===== src/rtl/pattern_cfg_pkg.sv =====
// Shared constants and state encoding for the pattern-match register programming sequencer.
package pattern_cfg_pkg;

    localparam int CTRL_ADDR     = 0;
    localparam int PAT_BASE_ADDR = 1;
    localparam int ENABLE_BIT    = 0;

    typedef enum logic [2:0] {
        S_IDLE,
        S_DIS_WR,
        S_PAT_WR,
        S_VER_RD,
        S_VER_WAIT,
        S_EN_WR,
        S_DONE
    } seq_state_t;

endpackage


===== src/rtl/avalon_mm_if.sv =====
// Minimal Avalon-MM bundle with waitrequest and pipelined readdatavalid.
interface avalon_mm_if #(
    parameter int ADDR_W = 4,
    parameter int DATA_W = 32
);
    logic [ADDR_W-1:0] address;
    logic              write;
    logic [DATA_W-1:0] writedata;
    logic              read;
    logic [DATA_W-1:0] readdata;
    logic              waitrequest;
    logic              readdatavalid;

    modport master (
        output address, write, writedata, read,
        input  readdata, waitrequest, readdatavalid
    );

    modport slave (
        input  address, write, writedata, read,
        output readdata, waitrequest, readdatavalid
    );
endinterface


===== src/rtl/amm_single_xfer.sv =====
// Executes one Avalon-MM read or write at a time; a new command may be loaded on the cycle
// the previous one acknowledges, so back-to-back transfers run without bubbles.
module amm_single_xfer #(
    parameter int ADDR_W     = 4,
    parameter int DATA_W     = 32,
    parameter int RD_TIMEOUT = 16
) (
    input  logic              clk,
    input  logic              srst,
    input  logic              issue,
    input  logic              issue_wr,
    input  logic [ADDR_W-1:0] issue_addr,
    input  logic [DATA_W-1:0] issue_data,
    output logic              ack,
    output logic              rd_acc,
    output logic              timeout,
    output logic [DATA_W-1:0] rdata,
    avalon_mm_if.master       amm
);
    localparam int CW = $clog2(RD_TIMEOUT + 1);

    logic          rd_wait;
    logic [CW-1:0] wait_cnt;
    logic          wr_done;
    logic          tmo_hit;

    assign wr_done = amm.write & ~amm.waitrequest;
    assign rd_acc  = amm.read & ~amm.waitrequest;
    assign tmo_hit = (wait_cnt == CW'(RD_TIMEOUT - 1));
    assign ack     = wr_done | (rd_wait & (amm.readdatavalid | tmo_hit));
    assign timeout = rd_wait & ~amm.readdatavalid & tmo_hit;
    assign rdata   = amm.readdata;

    always_ff @(posedge clk) begin
        if (srst) begin
            amm.write     <= 1'b0;
            amm.read      <= 1'b0;
            amm.address   <= '0;
            amm.writedata <= '0;
            rd_wait       <= 1'b0;
            wait_cnt      <= '0;
        end else begin
            // Command registers hold steady until the slave drops waitrequest.
            if (issue) begin
                amm.write     <= issue_wr;
                amm.read      <= ~issue_wr;
                amm.address   <= issue_addr;
                amm.writedata <= issue_data;
            end else begin
                if (wr_done) amm.write <= 1'b0;
                if (rd_acc)  amm.read  <= 1'b0;
            end

            if (rd_acc) begin
                rd_wait  <= 1'b1;
                wait_cnt <= '0;
            end else if (rd_wait) begin
                if (amm.readdatavalid | tmo_hit) rd_wait <= 1'b0;
                else                              wait_cnt <= wait_cnt + 1'b1;
            end
        end
    end
endmodule


===== src/rtl/pattern_cfg_sequencer.sv =====
// Programs the pattern-match register block atomically: disable, write pattern, optional
// read-back verify, then enable; the matcher is left disabled if verification fails.
module pattern_cfg_sequencer
    import pattern_cfg_pkg::*;
#(
    parameter int REG_WIDTH  = 32,
    parameter int REG_DEPTH  = 4,
    parameter int PAT_WIDTH  = REG_DEPTH - 1,
    parameter int RD_TIMEOUT = 16
) (
    input  logic                                clk_i,
    input  logic                                srst_i,
    input  logic                                start_i,
    input  logic [PAT_WIDTH-1:0][REG_WIDTH-1:0] pattern_i,
    input  logic                                enable_i,
    input  logic                                verify_i,
    avalon_mm_if.master                         amm_master_if,
    output logic                                busy_o,
    output logic                                done_o,
    output logic                                error_o,
    output logic [REG_DEPTH-1:0]                err_addr_o
);
    localparam int KW = $clog2(PAT_WIDTH + 1);

    seq_state_t                          state, state_nx;
    logic [KW-1:0]                       k, k_nx;
    logic                                err_nx;
    logic [REG_DEPTH-1:0]                err_addr_nx;
    logic [PAT_WIDTH-1:0][REG_WIDTH-1:0] pat_q;
    logic                                enable_q, verify_q;
    logic                                accept, k_last;

    logic                 issue, issue_wr, issue_ctrl, issue_en;
    logic [REG_DEPTH-1:0] issue_addr;
    logic [REG_WIDTH-1:0] issue_data, ctrl_word;
    logic                 ack, rd_acc, timeout;
    logic [REG_WIDTH-1:0] rdata;

    function automatic logic [REG_DEPTH-1:0] pat_addr(input logic [KW-1:0] idx);
        return REG_DEPTH'(PAT_BASE_ADDR) + REG_DEPTH'(idx);
    endfunction

    assign accept = (state == S_IDLE) && start_i;
    assign k_last = (k == KW'(PAT_WIDTH - 1));
    assign busy_o = (state != S_IDLE);
    assign done_o = (state == S_DONE);

    // Each transfer's ack issues the next command in the same cycle.
    always_comb begin
        state_nx    = state;
        k_nx        = k;
        err_nx      = error_o;
        err_addr_nx = err_addr_o;
        issue       = 1'b0;
        issue_wr    = 1'b1;
        issue_ctrl  = 1'b0;
        issue_en    = 1'b0;
        case (state)
            S_IDLE: begin
                if (start_i) begin
                    state_nx    = S_DIS_WR;
                    issue       = 1'b1;
                    issue_ctrl  = 1'b1;
                    k_nx        = '0;
                    err_nx      = 1'b0;
                    err_addr_nx = '0;
                end
            end
            S_DIS_WR: begin
                if (ack) begin
                    state_nx = S_PAT_WR;
                    issue    = 1'b1;
                    k_nx     = '0;
                end
            end
            S_PAT_WR: begin
                if (ack) begin
                    issue = 1'b1;
                    if (!k_last) begin
                        k_nx = k + 1'b1;
                    end else if (verify_q) begin
                        state_nx = S_VER_RD;
                        issue_wr = 1'b0;
                        k_nx     = '0;
                    end else begin
                        state_nx   = S_EN_WR;
                        issue_ctrl = 1'b1;
                        issue_en   = 1'b1;
                    end
                end
            end
            S_VER_RD: begin
                if (rd_acc) state_nx = S_VER_WAIT;
            end
            S_VER_WAIT: begin
                if (ack) begin
                    if (timeout || (rdata != pat_q[k])) begin
                        err_nx      = 1'b1;
                        err_addr_nx = pat_addr(k);
                        state_nx    = S_DONE;
                    end else if (!k_last) begin
                        state_nx = S_VER_RD;
                        issue    = 1'b1;
                        issue_wr = 1'b0;
                        k_nx     = k + 1'b1;
                    end else begin
                        state_nx   = S_EN_WR;
                        issue      = 1'b1;
                        issue_ctrl = 1'b1;
                        issue_en   = 1'b1;
                    end
                end
            end
            S_EN_WR: begin
                if (ack) state_nx = S_DONE;
            end
            S_DONE: begin
                state_nx = S_IDLE;
            end
            default: begin
                state_nx = S_IDLE;
            end
        endcase
    end

    always_comb begin
        ctrl_word             = '0;
        ctrl_word[ENABLE_BIT] = issue_en & enable_q;
        issue_addr            = issue_ctrl ? REG_DEPTH'(CTRL_ADDR) : pat_addr(k_nx);
        issue_data            = issue_ctrl ? ctrl_word : pat_q[k_nx];
    end

    always_ff @(posedge clk_i) begin
        if (srst_i) begin
            state      <= S_IDLE;
            k          <= '0;
            error_o    <= 1'b0;
            err_addr_o <= '0;
            enable_q   <= 1'b0;
            verify_q   <= 1'b0;
        end else begin
            state      <= state_nx;
            k          <= k_nx;
            error_o    <= err_nx;
            err_addr_o <= err_addr_nx;
            if (accept) begin
                enable_q <= enable_i;
                verify_q <= verify_i;
            end
        end
    end

    always_ff @(posedge clk_i) begin
        if (accept) pat_q <= pattern_i;
    end

    amm_single_xfer #(
        .ADDR_W     (REG_DEPTH),
        .DATA_W     (REG_WIDTH),
        .RD_TIMEOUT (RD_TIMEOUT)
    ) u_xfer (
        .clk        (clk_i),
        .srst       (srst_i),
        .issue      (issue),
        .issue_wr   (issue_wr),
        .issue_addr (issue_addr),
        .issue_data (issue_data),
        .ack        (ack),
        .rd_acc     (rd_acc),
        .timeout    (timeout),
        .rdata      (rdata),
        .amm        (amm_master_if)
    );
endmodule

===== src/flat_wrapper.sv =====
// flat-port wrapper written by rule: the top's interface ports become plain ports
module pattern_cfg_sequencer_flat import pattern_cfg_pkg::*;
#(
    parameter int REG_WIDTH  = 32,
    parameter int REG_DEPTH  = 4,
    parameter int PAT_WIDTH  = REG_DEPTH - 1,
    parameter int RD_TIMEOUT = 16
)
  (clk_i, srst_i, start_i, pattern_i, enable_i, verify_i, busy_o, done_o, error_o, err_addr_o, amm_master_if_address, amm_master_if_write, amm_master_if_writedata, amm_master_if_read, amm_master_if_readdata, amm_master_if_waitrequest, amm_master_if_readdatavalid);
  avalon_mm_if amm_master_if_i ();
  input  logic clk_i;
  input  logic srst_i;
  input  logic start_i;
  input  logic [PAT_WIDTH-1:0][REG_WIDTH-1:0] pattern_i;
  input  logic enable_i;
  input  logic verify_i;
  output logic busy_o;
  output logic done_o;
  output logic error_o;
  output logic [REG_DEPTH-1:0] err_addr_o;
  output wire logic [$bits(amm_master_if_i.address)-1:0] amm_master_if_address;
  output wire logic [$bits(amm_master_if_i.write)-1:0] amm_master_if_write;
  output wire logic [$bits(amm_master_if_i.writedata)-1:0] amm_master_if_writedata;
  output wire logic [$bits(amm_master_if_i.read)-1:0] amm_master_if_read;
  input wire logic [$bits(amm_master_if_i.readdata)-1:0] amm_master_if_readdata;
  input wire logic [$bits(amm_master_if_i.waitrequest)-1:0] amm_master_if_waitrequest;
  input wire logic [$bits(amm_master_if_i.readdatavalid)-1:0] amm_master_if_readdatavalid;
  assign amm_master_if_address = amm_master_if_i.address;
  assign amm_master_if_write = amm_master_if_i.write;
  assign amm_master_if_writedata = amm_master_if_i.writedata;
  assign amm_master_if_read = amm_master_if_i.read;
  assign amm_master_if_i.readdata = amm_master_if_readdata;
  assign amm_master_if_i.waitrequest = amm_master_if_waitrequest;
  assign amm_master_if_i.readdatavalid = amm_master_if_readdatavalid;
  pattern_cfg_sequencer #(.REG_WIDTH(REG_WIDTH), .REG_DEPTH(REG_DEPTH), .PAT_WIDTH(PAT_WIDTH), .RD_TIMEOUT(RD_TIMEOUT)) u_core (.clk_i(clk_i), .srst_i(srst_i), .start_i(start_i), .pattern_i(pattern_i), .enable_i(enable_i), .verify_i(verify_i), .amm_master_if(amm_master_if_i), .busy_o(busy_o), .done_o(done_o), .error_o(error_o), .err_addr_o(err_addr_o));
endmodule

===== config.mk =====
export PLATFORM = sky130hd
export DESIGN_NAME = pattern_cfg_sequencer_flat
export DESIGN_NICKNAME = d
export VERILOG_FILES = /design/src/rtl/pattern_cfg_pkg.sv /design/src/rtl/avalon_mm_if.sv /design/src/rtl/amm_single_xfer.sv /design/src/rtl/pattern_cfg_sequencer.sv /design/src/flat_wrapper.sv
export SDC_FILE = /design/constraint.sdc
export NUM_CORES = 1
export LEC_CHECK = 0
export BUFFER_PORTS_ARGS = -buffer_cell sky130_fd_sc_hd__buf_2
export CORE_MARGIN = 2
export CORE_UTILIZATION = 59
export CTS_BUF_LIST = sky130_fd_sc_hd__clkbuf_16
export DETAILED_ROUTE_END_ITERATION = 6
export PLACE_DENSITY = 0.91
export SLEW_MARGIN = 20
export SYNTH_ARGS = -nofsm -noshare
export SYNTH_HDL_FRONTEND = slang
export SYNTH_HIERARCHICAL = 1
export SYNTH_SLANG_ARGS = --single-unit

===== constraint.sdc =====
create_clock -name clk_i -period 7 [get_ports clk_i]
set_input_delay 0.35 -clock clk_i [delete_from_list [all_inputs] [get_ports clk_i]]
set_output_delay 0.35 -clock clk_i [all_outputs]
set_load 0.02 [all_outputs]

# == Word level (Yosys, flattened, before mapping) ==
# Cells that the tools add are included.
# classes
addsub,4
magnitude_cmp,2
eq_ne,17
mux,59
bitwise_logic,12
reduce_logical,12
# ops
operator,count
$bmux W32 S2,2
$mux W32,3
$ne A32 B32 Y1,1
$mux W3,10
$mux W1,24
$pmux W3 S6,1
$mux W2,8
$mux W4,4
$ne A2 B1 Y1 const B,7
$eq A3 B3 Y1 const B,3
$pmux W2 S4,1
$pmux W4 S2,1
$reduce_and A7 Y1,1
$add A1 B2 Y3 const A,2
$and A1 B1 Y1,6
$eq A3 B2 Y1 const B,2
$lt A2 B3 Y1 const B,2
$pmux W1 S2,3
$pmux W1 S3,2
$reduce_bool A2 Y1,3
$add A5 B1 Y5 const B,1
$eq A5 B4 Y1 const B,1
$not A1 Y1,4
$reduce_and A4 Y1,1
other kinds (11),13
# totals
ff_bits,152
output_inout_bits,45
elab_cells,121

# == Longest topological paths before layout ==
# logic_depth
depth_word,10
depth_mapped,17
ltp_nobuf,15

# == By module ==
# The synthesis kept the hierarchy.
# modules_own_cells
module,n_inst,cells_per_inst,area_each_um2,seq_area_each_um2
pattern_cfg_sequencer,1,466,5785.5,3103.0
amm_single_xfer,1,191,1905.6,880.8

# == Worst setup path after synthesis ==
# Ideal clock, no wire load.
# synth_timing
path_type,flip-flop to flip-flop
startpoint,register u_core.state[1]
endpoint,register u_core.u_xfer.amm.writedata[0]
setup_ns,0.117
t_arrival_ns,3.732
slack_ns,3.151
stages_incl_launch_ff,10
n_path_buf,2
synth_period_minus_slack_ns,3.849
path_cell_list,dfxtp_1 clkbuf_1 or3_1 or2_2 clkbuf_1 inv_1 a41oi_1 o21a_1 mux2i_1 nor2_1
# synth_between
elab_chain_cells,5
# synth_rtl
item,line,text
start: declaration,pattern_cfg_sequencer.sv:25,"seq_state_t state, state_nx;"
start signal: assignment,pattern_cfg_sequencer.sv:142,state <= state_nx;
"$eq A3 B3 Y1, or another cell as far along",pattern_cfg_sequencer.sv:58,case (state)
$pmux W2 S4,pattern_cfg_sequencer.sv:58,
$bmux W32 S2,pattern_cfg_sequencer.sv:130,issue_data = issue_ctrl ? ctrl_word : pat_q[k_nx];
$mux W32 (not written as such),pattern_cfg_sequencer.sv:130,
$mux W32 (*),pattern_cfg_sequencer.sv:130,
via u_core.issue_data[0],pattern_cfg_sequencer.sv:35,"logic [REG_WIDTH-1:0] issue_data, ctrl_word;"
end signal: assignment,amm_single_xfer.sv:48,amm.writedata <= issue_data;
end: declaration,avalon_mm_if.sv:15,"output address, write, writedata, read,"
# The timed path passes the listed nets; every way through them passes the cells marked *. The select of a mux whose other input is x is not followed.
# A chain may end at the register's enable or synchronous reset.

# == Final worst setup path ==
# layout_timing
startpoint,register u_core.k[0]
endpoint,register u_core.u_xfer.amm.writedata[28]
# layout_between
elab_chain_cells,10
# layout_rtl
item,line,text
start: declaration,pattern_cfg_sequencer.sv:26,"logic [KW-1:0] k, k_nx;"
start signal: assignment,pattern_cfg_sequencer.sv:143,k <= k_nx;
$bmux W32 S2,pattern_cfg_sequencer.sv:97,if (timeout || (rdata != pat_q[k])) begin
$mux W32 (not written as such),pattern_cfg_sequencer.sv:97,
$ne A32 B32 Y1,pattern_cfg_sequencer.sv:97,
$logic_or A1 B1 Y1,pattern_cfg_sequencer.sv:97,
$mux W2,pattern_cfg_sequencer.sv:97,
$mux W2,pattern_cfg_sequencer.sv:96,if (ack) begin
$pmux W2 S4,pattern_cfg_sequencer.sv:58,
$bmux W32 S2,pattern_cfg_sequencer.sv:130,
$mux W32 (not written as such),pattern_cfg_sequencer.sv:130,
$mux W32 (*),pattern_cfg_sequencer.sv:130,
via u_core.issue_data[28],pattern_cfg_sequencer.sv:35,
# Marked as above.

==> impl_metrics.json <==
{
  "grt_max_degree": 98,
  "vias": 5843,
  "setup_viol": 0,
  "synth_area_mm2": 0.00769,
  "m1WireLength_um": 7320,
  "multi_input_area_mm2": 0.00320,
  "clock.fmax_ghz": 0.180,
  "n_fill_cell": 856,
  "post-cts-setup-buffer-count": 0,
  "skew_ns": 0.0103,
  "slew_viol_final": 0,
  "grt_setup_unrepaired": "false",
  "synthToLayoutAreaGrowth_pct": 16.2,
  "start_util_pct": 60.7,
  "layout_setup_ws_ns": 1.45,
  "synthFlopType": "edfxtp_1",
  "top_layer": "met5",
  "coreArea_mm2": 0.0127,
  "pin_count": 180,
  "clk_path_buf_depth": 2,
  "dr.pass1.iters": 6,
  "grt_overflow": 0,
  "port_buffers": 178,
  "crit_start": "u_core/k[0]$_SDFF_PP0_",
  "synthCells": 657,
  "fp.dieW_um": 118,
  "cp.required_ns": 7.34,
  "ys_warn_count": 6,
  "hold_class": "input pin to flip-flop",
  "max_stage_delay_ns": 0.97,
  "clk_pin_slew_ns": 0.06,
  "async_reset_ff_share_pct": 0,
  "die_h_um": 118,
  "dr_wl_met2_um": 9500,
  "vias_per_cell": 6.01,
  "clkLatencyLatePin_ns": 0.43,
  "rows": 41,
  "drive_above_1_share_pct": 28.2,
  "syn_area_per_cell_um2": 11.7,
  "status": "complete, no violations",
  "tightest_slew_ns": 1.10,
  "cts_resized": 0,
  "htree_levels": 4,
  "wirelength_um": 18900,
  "setup_tns_ns": 0,
  "maxCapViolCount": 0,
  "postCtsHoldBufs": 0,
  "num_antenna_cells": 0,
  "grt_antenna_before_repair": 1,
  "ys_seq_area_share_pct": 51.8,
  "crit_family": "simple AND/OR/NAND/NOR gates",
  "ys_seq_elements": 151,
  "cts_sinks": 151,
  "power_leakage_nw": 3.41,
  "ys_types": 64,
  "grt_pass1_wl_um": 30200,
  "avgRoutedWirePerCell_um": 19.4,
  "cts-root-buf": "clkbuf_16",
  "regArea_mm2": 0.00399,
  "numCtsBuffers": 17,
  "cpMaxStageDelayCell": "or3_2",
  "ir_drop_uv": 195,
  "worstPathMaxFanout": 41,
  "startpoint_type": "flip-flop",
  "path_cells": "buf_4 > mux2i_1 > nor3b_1 > o22ai_1 > or4_1 > nor3_2 > a21oi_2 > or3_2 > nor3_4 > buf_4 > o2bb2ai_1 > mux2i_1 > nor2_1",
  "nNetsFinal": 927,
  "drtIter0Drc": 494,
  "drc_errors": 0,
  "ant_nets": 0,
  "maxSlewHeadroom_pct": 26.6,
  "arrival_ns": 5.90,
  "r2r-start": "u_core/k[0]$_SDFF_PP0_",
  "grt_usage_pct": 27.8,
  "dpl.hpwl_um": 13000,
  "p_total_mw": 2.54,
  "post-route-min-period_ns": 5.55,
  "end_kind": "flip-flop",
  "place_congestion": 0.902,
  "crit_type": "flip-flop to flip-flop",
  "p_per_area_mw_per_mm2": 284,
  "grt_pass1_vias": 6020,
  "hold_ws_ns": 0.0952,
  "dp_worst_setup_slack_ns": 1.67,
  "critPathBufInv": 2,
  "cts_tree": "done",
  "die_area_mm2": 0.0140,
  "synth-edff-count": 96,
  "hold_viol": 0,
  "route.met3.wl_um": 1310,
  "post-route-period-util_pct": 79.3,
  "min_from": "pattern_i[46]"
}
synth_stat cells, drive strengths merged, types with 11 or more instances:
| cell | number | area, um^2 |
|---|---|---|
| a21oi | 17 | 88.8 |
| buf | 58 | 425 |
| clkbuf | 16 | 60.1 |
| dfxtp | 55 | 1100 |
| edfxtp | 96 | 2880 |
| inv | 12 | 45.0 |
| mux2i | 103 | 1030 |
| nand2 | 19 | 71.3 |
| nand2b | 26 | 163 |
| nand3b | 11 | 82.6 |
| nor2 | 58 | 218 |
| o21ai | 15 | 75.1 |
| o2bb2ai | 47 | 418 |
| xnor2 | 23 | 201 |
worst reg2reg max path, cell delays in order (launching register included):
cell and delay, ns:
dfxtp_2 0.61, buf_4 0.57, mux2i_1 0.37, nor3b_1 0.27, o22ai_1 0.14, or4_1 0.57, nor3_2 0.43, a21oi_2 0.16
or3_2 0.97, nor3_4 0.55, buf_4 0.40, o2bb2ai_1 0.18, mux2i_1 0.10, nor2_1 0.15
worst paths after layout:
kind / end / cells past startpoint / slack [ns]
min reg2reg: u_core/u_xfer/amm.writedata[30]$_SDFFE_PP0P_ / 2 / 0.49
max: u_core/u_xfer/amm.writedata[28]$_SDFFE_PP0P_ / 13 / 1.45
max reg2reg: u_core/u_xfer/amm.writedata[28]$_SDFFE_PP0P_ / 13 / 1.45
min: u_core/pat_q[46]$_DFFE_PP_ / 1 / 0.1
sequential cells by signal, summed over array words and instances, names as in the netlist:
signal / count
u_core/k: 2
u_core/verify_q: 1
u_core/pat_q: 96
u_core/enable_q: 1
u_core/u_xfer/amm.write: 1
u_core/u_xfer/amm.read: 1
u_core/u_xfer/amm.address: 4
u_core/u_xfer/rd_wait: 1
u_core/state: 3
u_core/u_xfer/amm.writedata: 32
u_core/error_o: 1
u_core/u_xfer/wait_cnt: 5
u_core/err_addr_o: 3
cells by family after synthesis:
family / share of synthesized area, %
compound gates: 11.8
xor+xnor: 2.73
fa+ha+maj: 0.813
buf+inv: 6.90
flops: 51.8
mux: 13.7
other cells: 0.0488
simple gates: 12.3
per-stage QoR:
step | instance area, um^2 | utilization, % | cells
finish | 8940 | 70.5 | 972
global route | 8940 | 70.5 | 972
CTS | 8930 | 70.5 | 972
detailed placement | 8380 | 66.2 | 940
global placement | 8380 | 66.2 | 940
floorplan | 7690 | - | 658
per-layer routing:
layer / up-vias / global-route usage (%)
li1: 2666 / -
met1: 2778 / 33.1
met2: 322 / 46.9
met3: 75 / 6.27
met4: 2 / 15.3
met5: - / 0
power by group:
part	internal [mW]	leakage, nW	switching [mW]
registers	1.10	1.37	0.0873
clock network	0.512	0.283	0.337
logic	0.197	1.76	0.302
cell type report:
class | instances | share of cell area [%]
sequential | 151 | 44.6
multi-input combinational | 421 | 35.8
timing repair buffer | 184 | 10.5
clock buffer | 17 | 4.76
tap | 172 | 2.41
clock inverter | 15 | 1.41
inverter | 12 | 0.560
cells in the final DEF (no fill, tap or decap), types with 4 or more instances in the layout:
| cell | n |
|---|---|
| edfxtp_1 | 96 |
| o2bb2ai_1 | 46 |
| buf_2 | 178 |
| nand4_1 | 5 |
| o21ai_0 | 8 |
| nand3_1 | 4 |
| o22ai_1 | 4 |
| ha_1 | 5 |
| nor2_1 | 58 |
| inv_1 | 16 |
| nand2b_1 | 26 |
| o21ai_1 | 7 |
| mux2i_1 | 103 |
| a21oi_1 | 16 |
| and3_1 | 6 |
| nand3b_1 | 11 |
| nand2_1 | 19 |
| buf_4 | 6 |
| dfxtp_1 | 53 |
| o221ai_1 | 6 |
| nor2b_1 | 7 |
| nand4b_1 | 6 |
| clkbuf_16 | 17 |
| nor3b_1 | 6 |
| o21a_1 | 5 |
| xnor2_1 | 23 |
No activity file was read; power rests on OpenSTA's default activity.
